`src/rtl/ysyx_23060332_core_ctrl.sv`:
```
// Multi-cycle core sequencer: fetch handshake, one-cycle decode/execute, optional
// data-memory handshake, one-cycle writeback, and a sticky halt on ebreak/invalid.
module ysyx_23060332_core_ctrl #(
    parameter logic [31:0] RESET_PC = 32'h8000_0000,
    parameter logic [31:0] NOP_INST = 32'h0000_0013
) (
    input  logic        clk,
    input  logic        rst,
    output logic        ifu_req_valid,
    input  logic        ifu_req_ready,
    input  logic        ifu_rsp_valid,
    input  logic [31:0] ifu_rsp_inst,
    output logic [31:0] pc,
    output logic [31:0] inst_o,
    input  logic [31:0] dnpc_i,
    input  logic        is_mem_i,
    input  logic        halt_i,
    input  logic        invalid_i,
    output logic        lsu_req_valid,
    input  logic        lsu_req_ready,
    input  logic        lsu_rsp_valid,
    output logic        rf_wen_gate,
    output logic        halted,
    output logic        trap_invalid,
    output logic [31:0] instret
);

    typedef enum logic [2:0] {
        FETCH_REQ  = 3'd0,
        FETCH_WAIT = 3'd1,
        EXEC       = 3'd2,
        MEM_REQ    = 3'd3,
        MEM_WAIT   = 3'd4,
        WB         = 3'd5,
        HALT       = 3'd6
    } state_e;

    state_e      state_q, state_d;
    logic [31:0] pc_q, pc_d;
    logic [31:0] inst_q, inst_d;
    logic [31:0] instret_q;
    logic        trap_q, trap_d;
    logic        ifu_req_raw;
    logic        lsu_req_d;
    logic        wen_d;
    logic        retire;

    always_ff @(posedge clk or posedge rst) begin
        if (rst) begin
            state_q <= FETCH_REQ;
            pc_q    <= RESET_PC;
            inst_q  <= NOP_INST;
            trap_q  <= 1'b0;
        end else begin
            state_q <= state_d;
            pc_q    <= pc_d;
            inst_q  <= inst_d;
            trap_q  <= trap_d;
        end
    end

    // Retire counter only moves on writeback; wraps naturally at 2^32.
    always_ff @(posedge clk or posedge rst) begin
        if (rst) begin
            instret_q <= '0;
        end else if (retire) begin
            instret_q <= instret_q + 32'd1;
        end
    end

    always_comb begin
        state_d     = state_q;
        pc_d        = pc_q;
        inst_d      = inst_q;
        trap_d      = trap_q;
        ifu_req_raw = 1'b0;
        lsu_req_d   = 1'b0;
        wen_d       = 1'b0;
        retire      = 1'b0;
        case (state_q)
            FETCH_REQ: begin
                ifu_req_raw = 1'b1;
                if (ifu_req_ready) state_d = FETCH_WAIT;
            end
            FETCH_WAIT: begin
                if (ifu_rsp_valid) begin
                    inst_d  = ifu_rsp_inst;
                    state_d = EXEC;
                end
            end
            EXEC: begin
                if (halt_i) begin
                    trap_d  = 1'b0;
                    state_d = HALT;
                end else if (invalid_i) begin
                    trap_d  = 1'b1;
                    state_d = HALT;
                end else if (is_mem_i) begin
                    state_d = MEM_REQ;
                end else begin
                    state_d = WB;
                end
            end
            MEM_REQ: begin
                lsu_req_d = 1'b1;
                if (lsu_req_ready) state_d = MEM_WAIT;
            end
            MEM_WAIT: begin
                if (lsu_rsp_valid) state_d = WB;
            end
            WB: begin
                wen_d   = 1'b1;
                retire  = 1'b1;
                pc_d    = dnpc_i;
                state_d = FETCH_REQ;
            end
            HALT: begin
                state_d = HALT;
            end
            default: begin
                state_d = FETCH_REQ;
            end
        endcase
    end

    // State already sits in FETCH_REQ during reset, so the request must be masked.
    assign ifu_req_valid = ifu_req_raw & ~rst;
    assign lsu_req_valid = lsu_req_d;
    assign rf_wen_gate   = wen_d;
    assign pc            = pc_q;
    assign inst_o        = inst_q;
    assign instret       = instret_q;
    assign halted        = (state_q == HALT);
    assign trap_invalid  = trap_q;

endmodule

```
`config.mk`:
```
export PLATFORM = sky130hd
export DESIGN_NAME = ysyx_23060332_core_ctrl
export DESIGN_NICKNAME = d
export VERILOG_FILES = /design/src/rtl/ysyx_23060332_core_ctrl.sv
export SDC_FILE = /design/constraint.sdc
export NUM_CORES = 1
export LEC_CHECK = 0
export BUFFER_PORTS_ARGS = -buffer_cell sky130_fd_sc_hd__buf_2
export CAP_MARGIN = 20
export CORE_ASPECT_RATIO = 0.5
export CORE_UTILIZATION = 51
export DETAILED_ROUTE_END_ITERATION = 8
export PLACE_DENSITY_LB_ADDON = 0.08
export REMOVE_ABC_BUFFERS = 1
export SLEW_MARGIN = 20
export SYNTH_ARGS = -nofsm -noshare
export SYNTH_HDL_FRONTEND = slang
export SYNTH_SLANG_ARGS = --single-unit
```
`constraint.sdc`:
```
create_clock -name clk -period 6.1 [get_ports clk]
set_input_delay 0.915 -clock clk [delete_from_list [all_inputs] [get_ports clk]]
set_output_delay 0.915 -clock clk [all_outputs]
set_load 0.02 [all_outputs]
```
==> results of run 1 <==
==> cell families after synthesis <==
| kind of cell | count (synthesis) | share of synthesized area [%] |
|---|---|---|
| AND/OR/NAND/NOR | 171 | 18.8 |
| multiplexers | 33 | 9.14 |
| buffers and inverters | 18 | 1.79 |
| XOR/XNOR | 31 | 6.70 |
| AO/OA/AOI/OAI | 9 | 1.33 |
| flip-flops | 100 | 61.9 |
| adder cells (fa/ha/maj) | 1 | 0.309 |
==> layout make-up <==
| cell class | count | area share, % |
|---|---|---|
| clock buffers | 9 | 4.21 |
| clock inverters | 7 | 1.71 |
| inverters | 3 | 0.257 |
| multi-input cells | 245 | 27.8 |
| flip-flops and latches | 100 | 46.8 |
| well taps | 108 | 2.52 |
| repair buffers | 177 | 16.7 |
==> synthesized netlist by cell type (all sizes together) (2+ instances only) <==
master  instances  area, um^2
mux2           32         360
nand2         122         458
dfstp           4         105
clkbuf          7        26.3
nor3            4        20.0
a21oi           5        25.0
nand3           5        25.0
dfrtp          96        2400
and3            3        18.8
inv             2        7.51
nor2           13        48.8
nor4            5        46.3
xor2           12         105
nand4           7        50.1
and4            3        26.3
buf             8        35.0
xnor2          19         166
==> metrics by stage <==
step	cells	hold slack (ps)	power, uW	area [um^2]
after floorplan	348	492	1680	3990
after global placement	633	443	2010	5040
after detailed placement	633	449	2030	5040
after CTS	649	472	2630	5360
after global routing	649	480	2770	5360
final	649	467	2600	5360
==> worst min path at each step <==
stage / endpoint / startpoint / cells past startpoint / slack (ps)
after floorplan: pc[31]$_DFFE_PP1P_ / pc[31]$_DFFE_PP1P_ / 2 / 490
after global placement: pc[31]$_DFFE_PP1P_ / pc[31]$_DFFE_PP1P_ / 2 / 440
after detailed placement: pc[31]$_DFFE_PP1P_ / pc[31]$_DFFE_PP1P_ / 2 / 450
after CTS: instret[31]$_DFFE_PP0P_ / instret[31]$_DFFE_PP0P_ / 1 / 470
after global routing: pc[31]$_DFFE_PP1P_ / pc[31]$_DFFE_PP1P_ / 2 / 480
final: instret[31]$_DFFE_PP0P_ / instret[31]$_DFFE_PP0P_ / 1 / 470
==> flip-flops by register name (all words and copies together) (netlist names) <==
name	cells
instret	32
inst_o	32
trap_invalid	1
state_q	3
pc	32
==> worst max-delay path, stage by stage (launching register included) <==
cell	delay, ps
dfrtp_1	580
nand3b_1	170
buf_4	380
clkinv_1	150
buf_2	180
==> power groups by stage <==
stage / Sequential (uW) / Clock (uW) / Combinational, uW
2_1_floorplan: 1340 / 0 / 336
3_5_place_dp: 1060 / 0 / 968
5_1_grt: 1090 / 635 / 1050
3_3_place_gp: 1060 / 0 / 946
4_1_cts: 1060 / 605 / 967
6_report: 1050 / 591 / 954
==> per-layer routing <==
metal  vias to the layer above  global-route usage [%]
li1                       1541                       -
met1                      1421                    27.9
met2                       113                    34.3
met3                         7                    8.42
met4                         0                    6.18
met5                         -                       0
==> out/metrics.cfg, run 1 <==
[floorplanning]
ios = 174
die_h_um = 65.0
die-area_um2 = 8330
rows = 22
dieWidth_um = 128
initial_utilization_pct = 53.9
core-area_um2 = 7510

[critical_path]
startpoint = state_q[1]$_DFFE_PP0P_
r2r_cells = 6
r2r-end = instret[31]$_DFFE_PP0P_
timing.reg2reg.setup_slack_ps = 3830
path_max_fanout = 41
crit_path_start_kind = register
criticalPathCategory = register to primary output
required_ps = 5180
endpoint = rf_wen_gate
critical_path_arrival_ps = 1830
cp-end-kind = primary output
r2r_start = state_q[1]$_DFFE_PP0P_

[cts]
clkSlewWorstSetupHoldPaths_ps = 60
clockRootBuffer = clkbuf_16
h-tree-depth = 3
clock_path_buffers = 2
hold_buffers = 0
numCtsBuffers = 9
cts_tree = done
clk_latency_ps = 330
cts_sinks = 100
cts_setup_buffers = 0
cts_resized = 0

[power_and_ir_drop]
power_report.internal_total_uw = 1640
p_per_area_nw_per_um2 = 485
seqPwrFrac_pct = 40.5
power_switching_uw = 960
ir_worst_vdd_uv = 270
p_leak_uw = 0.00288
swShare_pct = 36.9
clkPwrFrac_pct = 22.8
p_comb_share_pct = 36.7

[synthesis]
synth_area_per_cell_um2 = 11.2
ys_seq_elements = 100
syn_area_um2 = 4050
yosysSeqAreaShare_pct = 61.9
syn_inst = 363
ys_async_sr_fraction_pct = 100
synth-edff-count = 0
ys_warn_count = 0
synth.distinct_cells = 37
synth_flop_cell = dfrtp_1

[timing]
maxClockFrequency_ghz = 0.364
rsz0062_at_grt = false
finalSetupTns_ps = 0
post-route-min-period_ps = 2740
setup_ws_ps = 3360
slew_violations = 0
finalSetupViolations = 0
fin_skew_ps = 4.78
timing.final.crit_share_pct = 45.0
relSlewSlack_pct = 41.5
finalHoldViolCount = 0
tightest_slew_ps = 877

[global_route]
track_usage_pct = 21.7
grt_max_degree = 74
grt_pass1_vias = 2974
grt_pass1_wl_um = 13800
overflow = 0
antenna_found_initial = 0

[min_path]
worstHoldPathType = register to register

[place]
dp_hpwl_um = 5840
place_ws_ps = 3720
place_congestion = 0.795
port-buffer-count = 173

[route]
wl_met2_um = 3720
top_layer = met4
viasPerCell = 4.75
initialDrtViolationCount = 78
wl_met1_um = 3810
final_antenna_net_count = 0
wl_met3_um = 659
routedWlPerCell_um = 12.7
drcViolationCount = 0
dr.pass1.iters = 4
dr_total_vias = 3082
routed_wl_um = 8260

[cells_and_area]
utilization_pct = 71.3
drive_above_1_share_pct = 43.4
final_cell_mix = buf_2, nand2_1, dfrtp_1
antenna_cells = 0
fillers = 574
layout_commonest_cell = buf_2
syn_to_final_growth_pct = 32.2
finalNetCount = 610
multiInputGateArea_um2 = 1490
seq_area_um2 = 2510

[status]
status = completed

[flow_run]
drv_cap = 0

No activity file was read; power rests on OpenSTA's default activity.
==> run 2: changes to the inputs <==
--- a/config.mk
+++ b/config.mk
@@ -5,10 +5,11 @@
 export SDC_FILE = /design/constraint.sdc
 export NUM_CORES = 1
 export LEC_CHECK = 0
+export ABC_AREA = 1
 export BUFFER_PORTS_ARGS = -buffer_cell sky130_fd_sc_hd__buf_2
 export CAP_MARGIN = 20
 export CORE_ASPECT_RATIO = 0.5
-export CORE_UTILIZATION = 51
+export CORE_UTILIZATION = 44
 export DETAILED_ROUTE_END_ITERATION = 8
 export PLACE_DENSITY_LB_ADDON = 0.08
 export REMOVE_ABC_BUFFERS = 1
==> constraint.sdc (replaced) <==
create_clock -name clk -period 2.4 [get_ports clk]
set_input_delay 0.36 -clock clk [delete_from_list [all_inputs] [get_ports clk]]
set_output_delay 0.36 -clock clk [all_outputs]
set_load 0.02 [all_outputs]
==> run 2 against run 1 <==
Core utilization down 11 points. Synthesized cell count up 56%. Wire length up 40%. Critical endpoint unchanged.
==> out/metrics.cfg, run 2 <==
[route]
routedWlPerCell_um = 13.1  ; was 12.7 um
dr_total_vias = 4169  ; was 3082
final_antenna_net_count = 0  ; unchanged
routed_wl_um = 11500  ; was 8260 um
drcViolationCount = 0  ; unchanged
initialDrtViolationCount = 185  ; was 78
viasPerCell = 4.73  ; was 4.75
dr.pass1.iters = 4  ; unchanged

[floorplanning]
rows = 25  ; was 22
die_h_um = 74.1  ; was 65.0 um
initial_utilization_pct = 46.9  ; was 53.9%
core-area_um2 = 9760  ; was 7510 um^2
dieWidth_um = 146  ; was 128 um
ios = 174  ; unchanged
die-area_um2 = 10800  ; was 8330 um^2

[cts]
cts_resized = 0  ; unchanged
clockRootBuffer = clkbuf_16  ; unchanged
cts_tree = done  ; unchanged
clk_latency_ps = 340  ; was 330 ps
hold_buffers = 0  ; unchanged
numCtsBuffers = 9  ; unchanged
clock_path_buffers = 2  ; unchanged
clkSlewWorstSetupHoldPaths_ps = 70  ; was 60 ps
h-tree-depth = 3  ; unchanged
cts_sinks = 100  ; unchanged
cts_setup_buffers = 0  ; unchanged

[global_route]
grt_pass1_vias = 3917  ; was 2974
grt_pass1_wl_um = 18800  ; was 13800 um
antenna_found_initial = 0  ; unchanged
track_usage_pct = 22.1  ; was 21.7%
grt_max_degree = 45  ; was 74
overflow = 0  ; unchanged

[place]
place_congestion = 0.810  ; was 0.795
port-buffer-count = 173  ; unchanged
dp_hpwl_um = 8560  ; was 5840 um

[power_and_ir_drop]
clkPwrFrac_pct = 22.3  ; was 22.8%
power_switching_uw = 2730  ; was 960 uW
seqPwrFrac_pct = 39.5  ; was 40.5%
p_per_area_nw_per_um2 = 1130  ; was 485 nW/um^2
ir_worst_vdd_uv = 562  ; was 270 uV
p_comb_share_pct = 38.2  ; was 36.7%
p_leak_uw = 0.00333  ; was 0.00288 uW
swShare_pct = 40.9  ; was 36.9%
power_report.internal_total_uw = 3950  ; was 1640 uW

[timing]
post-route-min-period_ps = 1900
finalSetupViolations = 0  ; unchanged
relSlewSlack_pct = 72.3  ; was 41.5%
tightest_slew_ps = 416  ; was 877 ps
fin_skew_ps = 8.72  ; was 4.78 ps
maxClockFrequency_ghz = 0.525
finalHoldViolCount = 0  ; unchanged
hold_ws_ps = 29.0  ; was 467 ps
rsz0062_at_grt = false  ; unchanged
slew_violations = 0  ; unchanged
timing.final.crit_share_pct = 79.3

[synthesis]
syn_inst = 568  ; was 363
ys_warn_count = 0  ; unchanged
ys_async_sr_fraction_pct = 100  ; unchanged
netlist_top_cells_area = dfrtp_1, nand2_1, nand3_1, nor2_1, inv_1  ; was dfrtp_1, nand2_1, mux2_2, xnor2_1, dfstp_2
synth_area_per_cell_um2 = 8.05  ; was 11.2 um^2
yosysTopAreaCell = dfrtp_1  ; unchanged
synth_top_area_share_pct = 52.5  ; was 59.3%
ys_seq_elements = 100  ; unchanged
syn_area_um2 = 4570  ; was 4050 um^2
yosysSeqAreaShare_pct = 54.8  ; was 61.9%
synth-edff-count = 0  ; unchanged
synth_flop_cell = dfrtp_1  ; unchanged
synth.most_common_cell = nand2_1  ; unchanged
synth.distinct_cells = 25  ; was 37
synth_common_cells = nand2_1, dfrtp_1, nor2_1  ; was nand2_1, dfrtp_1, mux2_2

[flow_run]
drv_cap = 0  ; unchanged

[critical_path]
required_ps = 2040  ; was 5180 ps
r2r-end = instret[31]$_DFFE_PP0P_  ; unchanged
path_max_fanout = 9  ; was 41
criticalPathCategory = register to primary output  ; unchanged
r2r_start = state_q[2]$_DFFE_PP0P_  ; was state_q[1]$_DFFE_PP0P_
cp-end-kind = primary output  ; unchanged
timing.reg2reg.setup_slack_ps = 700  ; was 3830 ps
critical_path_arrival_ps = 1540  ; was 1830 ps
crit_path_start_kind = register  ; unchanged
r2r_cells = 7  ; was 6

[status]
status = completed  ; unchanged

[cells_and_area]
fillers = 922  ; was 574
drive_above_1_share_pct = 29.2  ; was 43.4%
final_cell_mix = nand2_1, buf_2, dfrtp_1  ; was buf_2, nand2_1, dfrtp_1
syn_to_final_growth_pct = 29.2  ; was 32.2%
utilization_pct = 60.5  ; was 71.3%
antenna_cells = 0  ; unchanged
layout_commonest_cell = nand2_1  ; was buf_2
finalNetCount = 816  ; was 610

[min_path]
worstHoldPathType = input port to async pin  ; was register to register

run 2: final cells by class:
class | count | area [um^2] | share of cell area [%]
well taps | 135 | 169 | 2.86
multi-input cells | 418 | 1860 | 31.5
inverters | 32 | 123 | 2.08
flip-flops and latches | 100 | 2510 | 42.4
repair buffers | 181 | 938 | 15.9
clock buffers | 9 | 225 | 3.81
clock inverters | 7 | 82.6 | 1.40
run 2: worst max-delay path, cell delays in order, from the launching register on:
cell and delay [ps]:
dfrtp_1 520, nand2_1 110, nor2_2 320, buf_2 250
run 2: worst max-delay path by stage:
stage | from | to | slack [ps] | cells after the start
CTS | state_q[2]$_DFFE_PP0P_ | rf_wen_gate | 480 | 3
detailed placement | state_q[2]$_DFFE_PP0P_ | instret[31]$_DFFE_PP0P_ | 730 | 7
floorplan | rst | inst_o[10]$_DFFE_PP0P_ | -570 | 1
finish | state_q[2]$_DFFE_PP0P_ | rf_wen_gate | 500 | 3
global placement | state_q[2]$_DFFE_PP0P_ | instret[31]$_DFFE_PP0P_ | 820 | 7
global route | state_q[2]$_DFFE_PP0P_ | rf_wen_gate | 400 | 3
run 2: stage by stage:
| step | instances | setup slack, ps | total power [uW] | setup TNS [ps] | area [um^2] |
|---|---|---|---|---|---|
| after floorplan | 550 | -572 | 4250 | -55970 | 4490 |
| after global placement | 866 | 824 | 5180 | 0 | 5600 |
| after detailed placement | 866 | 727 | 5240 | 0 | 5600 |
| after CTS | 882 | 485 | 6760 | 0 | 5910 |
| after global routing | 882 | 398 | 7130 | 0 | 5910 |
| final | 882 | 496 | 6670 | 0 | 5910 |
run 2: cell families (layout without fill, tap and decap cells):
family | after synthesis | after routing | share of synthesized area [%]
compound gates | 5 | 5 | 0.547
simple gates | 396 | 396 | 36.8
fa+ha+maj | 1 | 1 | 0.274
xor+xnor | 16 | 16 | 3.06
flops | 100 | 100 | 54.8
buf+inv | 50 | 229 | 4.51
run 2: power groups by stage:
stage	clock [uW]	combinational, uW	sequential [uW]
floorplan	0	912	3340
global placement	0	2540	2650
detailed placement	0	2600	2650
CTS	1530	2590	2640
global route	1600	2810	2720
finish	1490	2550	2640
run 2: layer usage:
| metal | GRT usage [%] | wire [um] | vias to the layer above | share of wire (%) |
|---|---|---|---|---|
| met4 | 4.86 | 84 | 0 | 0.73 |
| met2 | 38.8 | 5620 | 100 | 49 |
| met1 | 27.3 | 5050 | 1951 | 44 |
| met3 | 7.24 | 762 | 8 | 6.6 |
| met5 | 0 | 0 | - | 0 |
| li1 | - | - | 2110 | - |
